===== src/rtl/cnn_pkg.sv =====
// Shared CNN constants: pixel width, per-layer feature-map sizes and small helpers
// used by the pooling stages.
package cnn_pkg;

    localparam int DATA_W   = 8;
    localparam int L1_MAP_W = 28;
    localparam int L1_MAP_H = 28;
    localparam int L2_MAP_W = 10;
    localparam int L2_MAP_H = 10;

    function automatic int pooled_dim(input int n);
        return n / 2;
    endfunction

    // Index width that never collapses to zero bits for degenerate 1-entry ranges.
    function automatic int idx_w(input int n);
        return (n <= 1) ? 1 : $clog2(n);
    endfunction

    function automatic logic [DATA_W-1:0] max_u(input logic [DATA_W-1:0] a,
                                                 input logic [DATA_W-1:0] b);
        return (a > b) ? a : b;
    endfunction

    function automatic logic [DATA_W-1:0] max_s(input logic [DATA_W-1:0] a,
                                                 input logic [DATA_W-1:0] b);
        return ($signed(a) > $signed(b)) ? a : b;
    endfunction

endpackage


===== src/rtl/max_pool_2x2_stride2_max4_cmp.sv =====
// Combinational 4-input maximum as a two-level compare tree; shared by the
// layer-1 and layer-2 pooling stages.
module max4_cmp
    import cnn_pkg::*;
#(
    parameter int DATA_W      = cnn_pkg::DATA_W,
    parameter bit SIGNED_DATA = 1'b0
) (
    input  logic [DATA_W-1:0] in1,
    input  logic [DATA_W-1:0] in2,
    input  logic [DATA_W-1:0] in3,
    input  logic [DATA_W-1:0] in4,
    output logic [DATA_W-1:0] max_out
);

    function automatic logic [DATA_W-1:0] pick(input logic [DATA_W-1:0] a,
                                                input logic [DATA_W-1:0] b);
        if (SIGNED_DATA) return ($signed(a) > $signed(b)) ? a : b;
        else             return (a > b) ? a : b;
    endfunction

    logic [DATA_W-1:0] max_top;
    logic [DATA_W-1:0] max_bot;

    always_comb begin
        max_top = pick(in1, in2);
        max_bot = pick(in3, in4);
        max_out = pick(max_top, max_bot);
    end

endmodule


===== src/rtl/max_pool_2x2_stride2.sv =====
// Streaming 2x2 / stride-2 max pooling: tracks pixel position, samples the
// upstream window taps one cycle after en and registers one byte per window.
module max_pool_2x2_stride2
    import cnn_pkg::*;
#(
    parameter int DATA_W      = cnn_pkg::DATA_W,
    parameter int MAP_W       = cnn_pkg::L1_MAP_W,
    parameter int MAP_H       = cnn_pkg::L1_MAP_H,
    parameter bit SIGNED_DATA = 1'b0,
    localparam int OROW_W     = idx_w(pooled_dim(MAP_H)),
    localparam int OCOL_W     = idx_w(pooled_dim(MAP_W))
) (
    input  logic              clk,
    input  logic              rst_n,
    input  logic              en,
    input  logic              clear,
    input  logic [DATA_W-1:0] in1,
    input  logic [DATA_W-1:0] in2,
    input  logic [DATA_W-1:0] in3,
    input  logic [DATA_W-1:0] in4,
    output logic [DATA_W-1:0] out_data,
    output logic              out_valid,
    output logic [OROW_W-1:0] out_row,
    output logic [OCOL_W-1:0] out_col,
    output logic              frame_done
);

    localparam int COL_W = idx_w(MAP_W);
    localparam int ROW_W = idx_w(MAP_H);
    localparam logic [COL_W-1:0] COL_LAST = COL_W'(MAP_W - 1);
    localparam logic [ROW_W-1:0] ROW_LAST = ROW_W'(MAP_H - 1);
    // Odd sizes drop the trailing column/row, so the last window ends one earlier.
    localparam logic [COL_W-1:0] WIN_COL_LAST = COL_W'((MAP_W / 2) * 2 - 1);
    localparam logic [ROW_W-1:0] WIN_ROW_LAST = ROW_W'((MAP_H / 2) * 2 - 1);

    logic [COL_W-1:0]  col_cnt_q, col_cnt_d, col_base;
    logic [ROW_W-1:0]  row_cnt_q, row_cnt_d, row_base;
    logic [COL_W-1:0]  pos_col_q, pos_col_d;
    logic [ROW_W-1:0]  pos_row_q, pos_row_d;
    logic              en_d_q, en_d_d;
    logic [DATA_W-1:0] out_data_q, out_data_d;
    logic              out_valid_q, out_valid_d;
    logic [OROW_W-1:0] out_row_q, out_row_d;
    logic [OCOL_W-1:0] out_col_q, out_col_d;
    logic              frame_done_q, frame_done_d;
    logic [DATA_W-1:0] win_max;
    logic              win_done;

    max4_cmp #(
        .DATA_W     (DATA_W),
        .SIGNED_DATA(SIGNED_DATA)
    ) u_max4 (
        .in1    (in1),
        .in2    (in2),
        .in3    (in3),
        .in4    (in4),
        .max_out(win_max)
    );

    always_comb begin
        // A clear with en counts the pixel as (0,0) of the new frame.
        col_base  = clear ? '0 : col_cnt_q;
        row_base  = clear ? '0 : row_cnt_q;
        col_cnt_d = col_base;
        row_cnt_d = row_base;
        if (en) begin
            if (col_base == COL_LAST) begin
                col_cnt_d = '0;
                row_cnt_d = (row_base == ROW_LAST) ? '0 : row_base + 1'b1;
            end else begin
                col_cnt_d = col_base + 1'b1;
            end
        end
        en_d_d    = en & ~clear;
        pos_col_d = en ? col_base : pos_col_q;
        pos_row_d = en ? row_base : pos_row_q;

        win_done     = en_d_q & pos_col_q[0] & pos_row_q[0] & ~clear;
        out_data_d   = out_data_q;
        out_row_d    = out_row_q;
        out_col_d    = out_col_q;
        out_valid_d  = win_done;
        frame_done_d = win_done && (pos_row_q == WIN_ROW_LAST) && (pos_col_q == WIN_COL_LAST);
        if (win_done) begin
            out_data_d = win_max;
            out_row_d  = OROW_W'(pos_row_q >> 1);
            out_col_d  = OCOL_W'(pos_col_q >> 1);
        end
    end

    always_ff @(posedge clk or negedge rst_n) begin
        if (!rst_n) begin
            col_cnt_q    <= '0;
            row_cnt_q    <= '0;
            pos_col_q    <= '0;
            pos_row_q    <= '0;
            en_d_q       <= 1'b0;
            out_data_q   <= '0;
            out_valid_q  <= 1'b0;
            out_row_q    <= '0;
            out_col_q    <= '0;
            frame_done_q <= 1'b0;
        end else begin
            col_cnt_q    <= col_cnt_d;
            row_cnt_q    <= row_cnt_d;
            pos_col_q    <= pos_col_d;
            pos_row_q    <= pos_row_d;
            en_d_q       <= en_d_d;
            out_data_q   <= out_data_d;
            out_valid_q  <= out_valid_d;
            out_row_q    <= out_row_d;
            out_col_q    <= out_col_d;
            frame_done_q <= frame_done_d;
        end
    end

    assign out_data   = out_data_q;
    assign out_valid  = out_valid_q;
    assign out_row    = out_row_q;
    assign out_col    = out_col_q;
    assign frame_done = frame_done_q;

endmodule


===== config.mk =====
export PLATFORM = sky130hd
export DESIGN_NAME = max_pool_2x2_stride2
export DESIGN_NICKNAME = d
export VERILOG_FILES = /design/src/rtl/cnn_pkg.sv /design/src/rtl/max_pool_2x2_stride2_max4_cmp.sv /design/src/rtl/max_pool_2x2_stride2.sv
export SDC_FILE = /design/constraint.sdc
export NUM_CORES = 1
export LEC_CHECK = 0
export BUFFER_PORTS_ARGS = -buffer_cell sky130_fd_sc_hd__clkbuf_2
export CAP_MARGIN = 15
export CELL_PAD_IN_SITES_DETAIL_PLACEMENT = 0
export CELL_PAD_IN_SITES_GLOBAL_PLACEMENT = 1
export CORE_AREA = 5 5 88 90
export CTS_CLUSTER_SIZE = 20
export DETAILED_ROUTE_END_ITERATION = 8
export DIE_AREA = 0 0 93 95
export PLACE_DENSITY = 0.7
export SYNTH_ARGS = -nofsm -noshare
export SYNTH_HDL_FRONTEND = slang
export SYNTH_SLANG_ARGS = --single-unit

===== constraint.sdc =====
create_clock -name clk -period 1.75 [get_ports clk]
set_clock_uncertainty 0.2 [all_clocks]
set_input_delay 0.0875 -clock clk [delete_from_list [all_inputs] [get_ports clk]]
set_output_delay 0.0875 -clock clk [all_outputs]
set_load 0.01 [all_outputs]

==> flow_metrics.py <==
metrics = {
    "floorplan": {
        "core-area_sq_um": 6980,
        "initial_utilization": 0.348,
        "dieHeight_microns": 95,
        "rows": 31,
        "dieArea_sq_um": 8840,
        "io_pins": 54,
        "die_x_microns": 93,
    },
    "sta": {
        "relSlewSlack": 0.658,
        "tightest_slew_ns": 0.512,
        "final.min_clock_period_ns": 2.70,
        "grt_setup_unrepaired": "yes",
        "period_share": 1.54,
        "timing.final.ws_setup_ns": -0.954,
        "hold_ws_ns": 0.0110,
        "slew_violations": 0,
        "hold_viol": 0,
        "finalSetupViolations": 8,
        "fmax_ghz": 0.370,
        "tns_ns": -7.43,
    },
    "worst_setup_path": {
        "startpoint": "in2[4]",
        "end_kind": "register",
        "regToRegEndpoint": "row_cnt_q[4]$_DFF_PN0_",
        "reg2reg_slack_ns": 0.02,
        "crit_arrival_ns": 2.70,
        "path_max_fanout": 8,
        "critPathRequiredTime_ns": 1.75,
        "setup.worst_path.start_class": "primary input",
        "criticalPathCategory": "primary input to register",
        "reg2regPathDepth": 9,
        "r2r-start": "col_cnt_q[0]$_DFF_PN0_",
    },
    "global_routing": {
        "grt_max_degree": 40,
        "grt_util_all_layers": 0.146,
        "grt_pass1_wl_mm": 10.3,
        "antenna_found_initial": 0,
        "overflow": 0,
        "grt_pass1_vias": 2321,
    },
    "clocking": {
        "cts_tree": "built",
        "numCtsBuffers": 5,
        "cts_sinks": 39,
        "clockRootBuffer": "clkbuf_8",
        "clk_transition_reported_paths_ns": 0.09,
        "clk_latency_ns": 0.29,
        "htree_num_levels": 2,
        "clockBufferDepth": 2,
    },
    "synthesis": {
        "synth-edff-count": 0,
        "synth_area_per_cell_sq_um": 9.92,
        "yosysUniqueCellTypes": 38,
        "synth-seq-cells": 39,
        "synthCells": 245,
        "synth_fp_nets": 307,
        "async_reset_ff_frac": 1.00,
        "yosysSeqAreaShare": 0.402,
        "yosysWarnings": 0,
        "yosys_most_used_dff": "dfrtp_1",
        "synth_area_sq_um": 2430,
    },
    "drt": {
        "via_per_inst": 4.83,
        "wl_per_cell_microns": 13.6,
        "drt_iter0_drc": 62,
        "ant_nets": 0,
        "routed_wl_mm": 6.12,
        "drt-pass1-iter-count": 4,
        "drc": 0,
        "vias": 2178,
    },
    "job": {
        "cap_violations": 0,
    },
    "final_layout": {
        "final_common_cell": "buf_4",
        "seq_area_sq_um": 976,
        "syn2layout_area_growth_pct": 54.1,
        "multi_input_area_sq_um": 1580,
        "final_cell_mix": "62 x buf_4, 50 x clkbuf_2, 39 x dfrtp_1",
        "fillers": 656,
        "diodes": 0,
        "layout-drive-gt1-share": 0.501,
        "layout.nets": 430,
    },
    "placed_design": {
        "place_hpwl_mm": 4.77,
        "routabilityCongestion": 0.812,
        "io_buffers": 53,
    },
    "outcome": {
        "violations": "negative setup slack",
        "outcome": "complete, but fails checks",
    },
    "power_and_ir_drop": {
        "power_density_nw_per_um2": 636,
        "irDropWorstVdd_uv": 498,
        "total_power_mw": 2.38,
        "p_leak_nw": 1.87,
    },
    "min_path": {
        "min_path_cells": 3,
        "hold_class": "primary input to register",
        "holdPathEnd": "col_cnt_q[3]$_DFF_PN0_",
        "min_from": "clear",
    },
}
[critical path, cell delays in order]
cell and delay [ns]:
clkbuf_2 0.09, inv_1 0.04, ha_1 0.26, nand4_1 0.19, a21oi_2 0.21, o22ai_4 0.11, buf_6 0.13, buf_4 0.12
buf_4 0.13, mux2i_4 0.18, ha_2 0.18, nor2b_1 0.10, o211ai_1 0.10, a21oi_2 0.15, o22ai_2 0.12, or2_4 0.32
o221ai_1 0.19
[per-stage QoR]
step | util | instances | worst slack [ns] | instance area (sq um)
detailed placement | 0.474 | 432 | -1.40 | 3310
finish | 0.536 | 451 | -0.954 | 3740
CTS | 0.511 | 447 | -0.907 | 3570
global placement | 0.474 | 432 | -1.32 | 3310
global route | 0.536 | 451 | -1.11 | 3740
floorplan | - | 245 | -0.942 | 2540
[repair_timing]
action	4_1_cts	5_1_grt
pin swaps	7	9
endpoints found under the setup margin	12	14
cloned	0	0
endpoints found under the hold margin	39	0
hold buffers	1	0
resized for setup	18	31
setup buffers	6	5
[synthesized netlist by cell type (all sizes together), types with 3 or more instances]
library cell | instances | area share
a21oi | 18 | 0.040
clkbuf | 4 | 0.0062
dfrtp | 39 | 0.40
ha | 26 | 0.13
inv | 33 | 0.051
mux2 | 8 | 0.037
mux2i | 18 | 0.074
nand2 | 27 | 0.042
nand3b | 3 | 0.0093
nand4 | 9 | 0.026
nor2 | 5 | 0.0077
nor2b | 8 | 0.024
nor3 | 3 | 0.011
o211ai | 3 | 0.013
o21ai | 14 | 0.029
o221ai | 8 | 0.029
o22ai | 3 | 0.019
[flip-flops by register name (all words and copies together), names as in the netlist]
signal / cells
pos_col_q: 5
col_cnt_q: 5
out_col: 4
out_data: 8
out_valid: 1
row_cnt_q: 5
en_d_q: 1
pos_row_q: 5
frame_done: 1
out_row: 4
[routing by layer]
| layer | wire (microns) | up-vias | track usage |
|---|---|---|---|
| met3 | 257 | 3 | 0.0279 |
| met5 | 0 | - | 0 |
| li1 | - | 1109 | - |
| met4 | 23 | 0 | 0.0293 |
| met1 | 2660 | 1025 | 0.174 |
| met2 | 3180 | 41 | 0.272 |
[worst max path at each step]
stage,end,slack (ns),depth (start not counted)
2_1_floorplan,out_data[0]$_DFFE_PN0P_,-0.94,15
3_5_place_dp,out_data[0]$_DFFE_PN0P_,-1.40,16
5_1_grt,out_data[4]$_DFFE_PN0P_,-1.11,16
3_3_place_gp,out_data[4]$_DFFE_PN0P_,-1.32,16
6_report,out_data[4]$_DFFE_PN0P_,-0.95,17
4_1_cts,out_data[2]$_DFFE_PN0P_,-0.91,16
[cells by family (layout without fill, tap and decap cells)]
family,after synthesis,after routing,synth area share
xor gates and xnor gates,3,3,0.0108
buffers and inverters,39,163,0.0618
muxes,26,26,0.111
AOI/OAI and AO/OA,47,47,0.133
and+or+nand+nor,65,65,0.148
adders and majority gates,26,26,0.134
DFF,39,39,0.402
[layout make-up]
type | instances | area share
clock buffer | 5 | 0.0184
timing repair buffer | 122 | 0.224
multi-input combinational | 167 | 0.422
clock inverter | 3 | 0.0117
sequential | 39 | 0.261
tap | 82 | 0.0274
inverter | 33 | 0.0358
[where the power goes]
part / leakage [nW] / switching [mW] / internal, mW
combinational: 1.27 / 0.300 / 0.383
clock: 0.0581 / 0.338 / 0.425
sequential: 0.539 / 0.0136 / 0.919
total: 1.87 / 0.652 / 1.73
No activity file was read; power rests on OpenSTA's default activity.
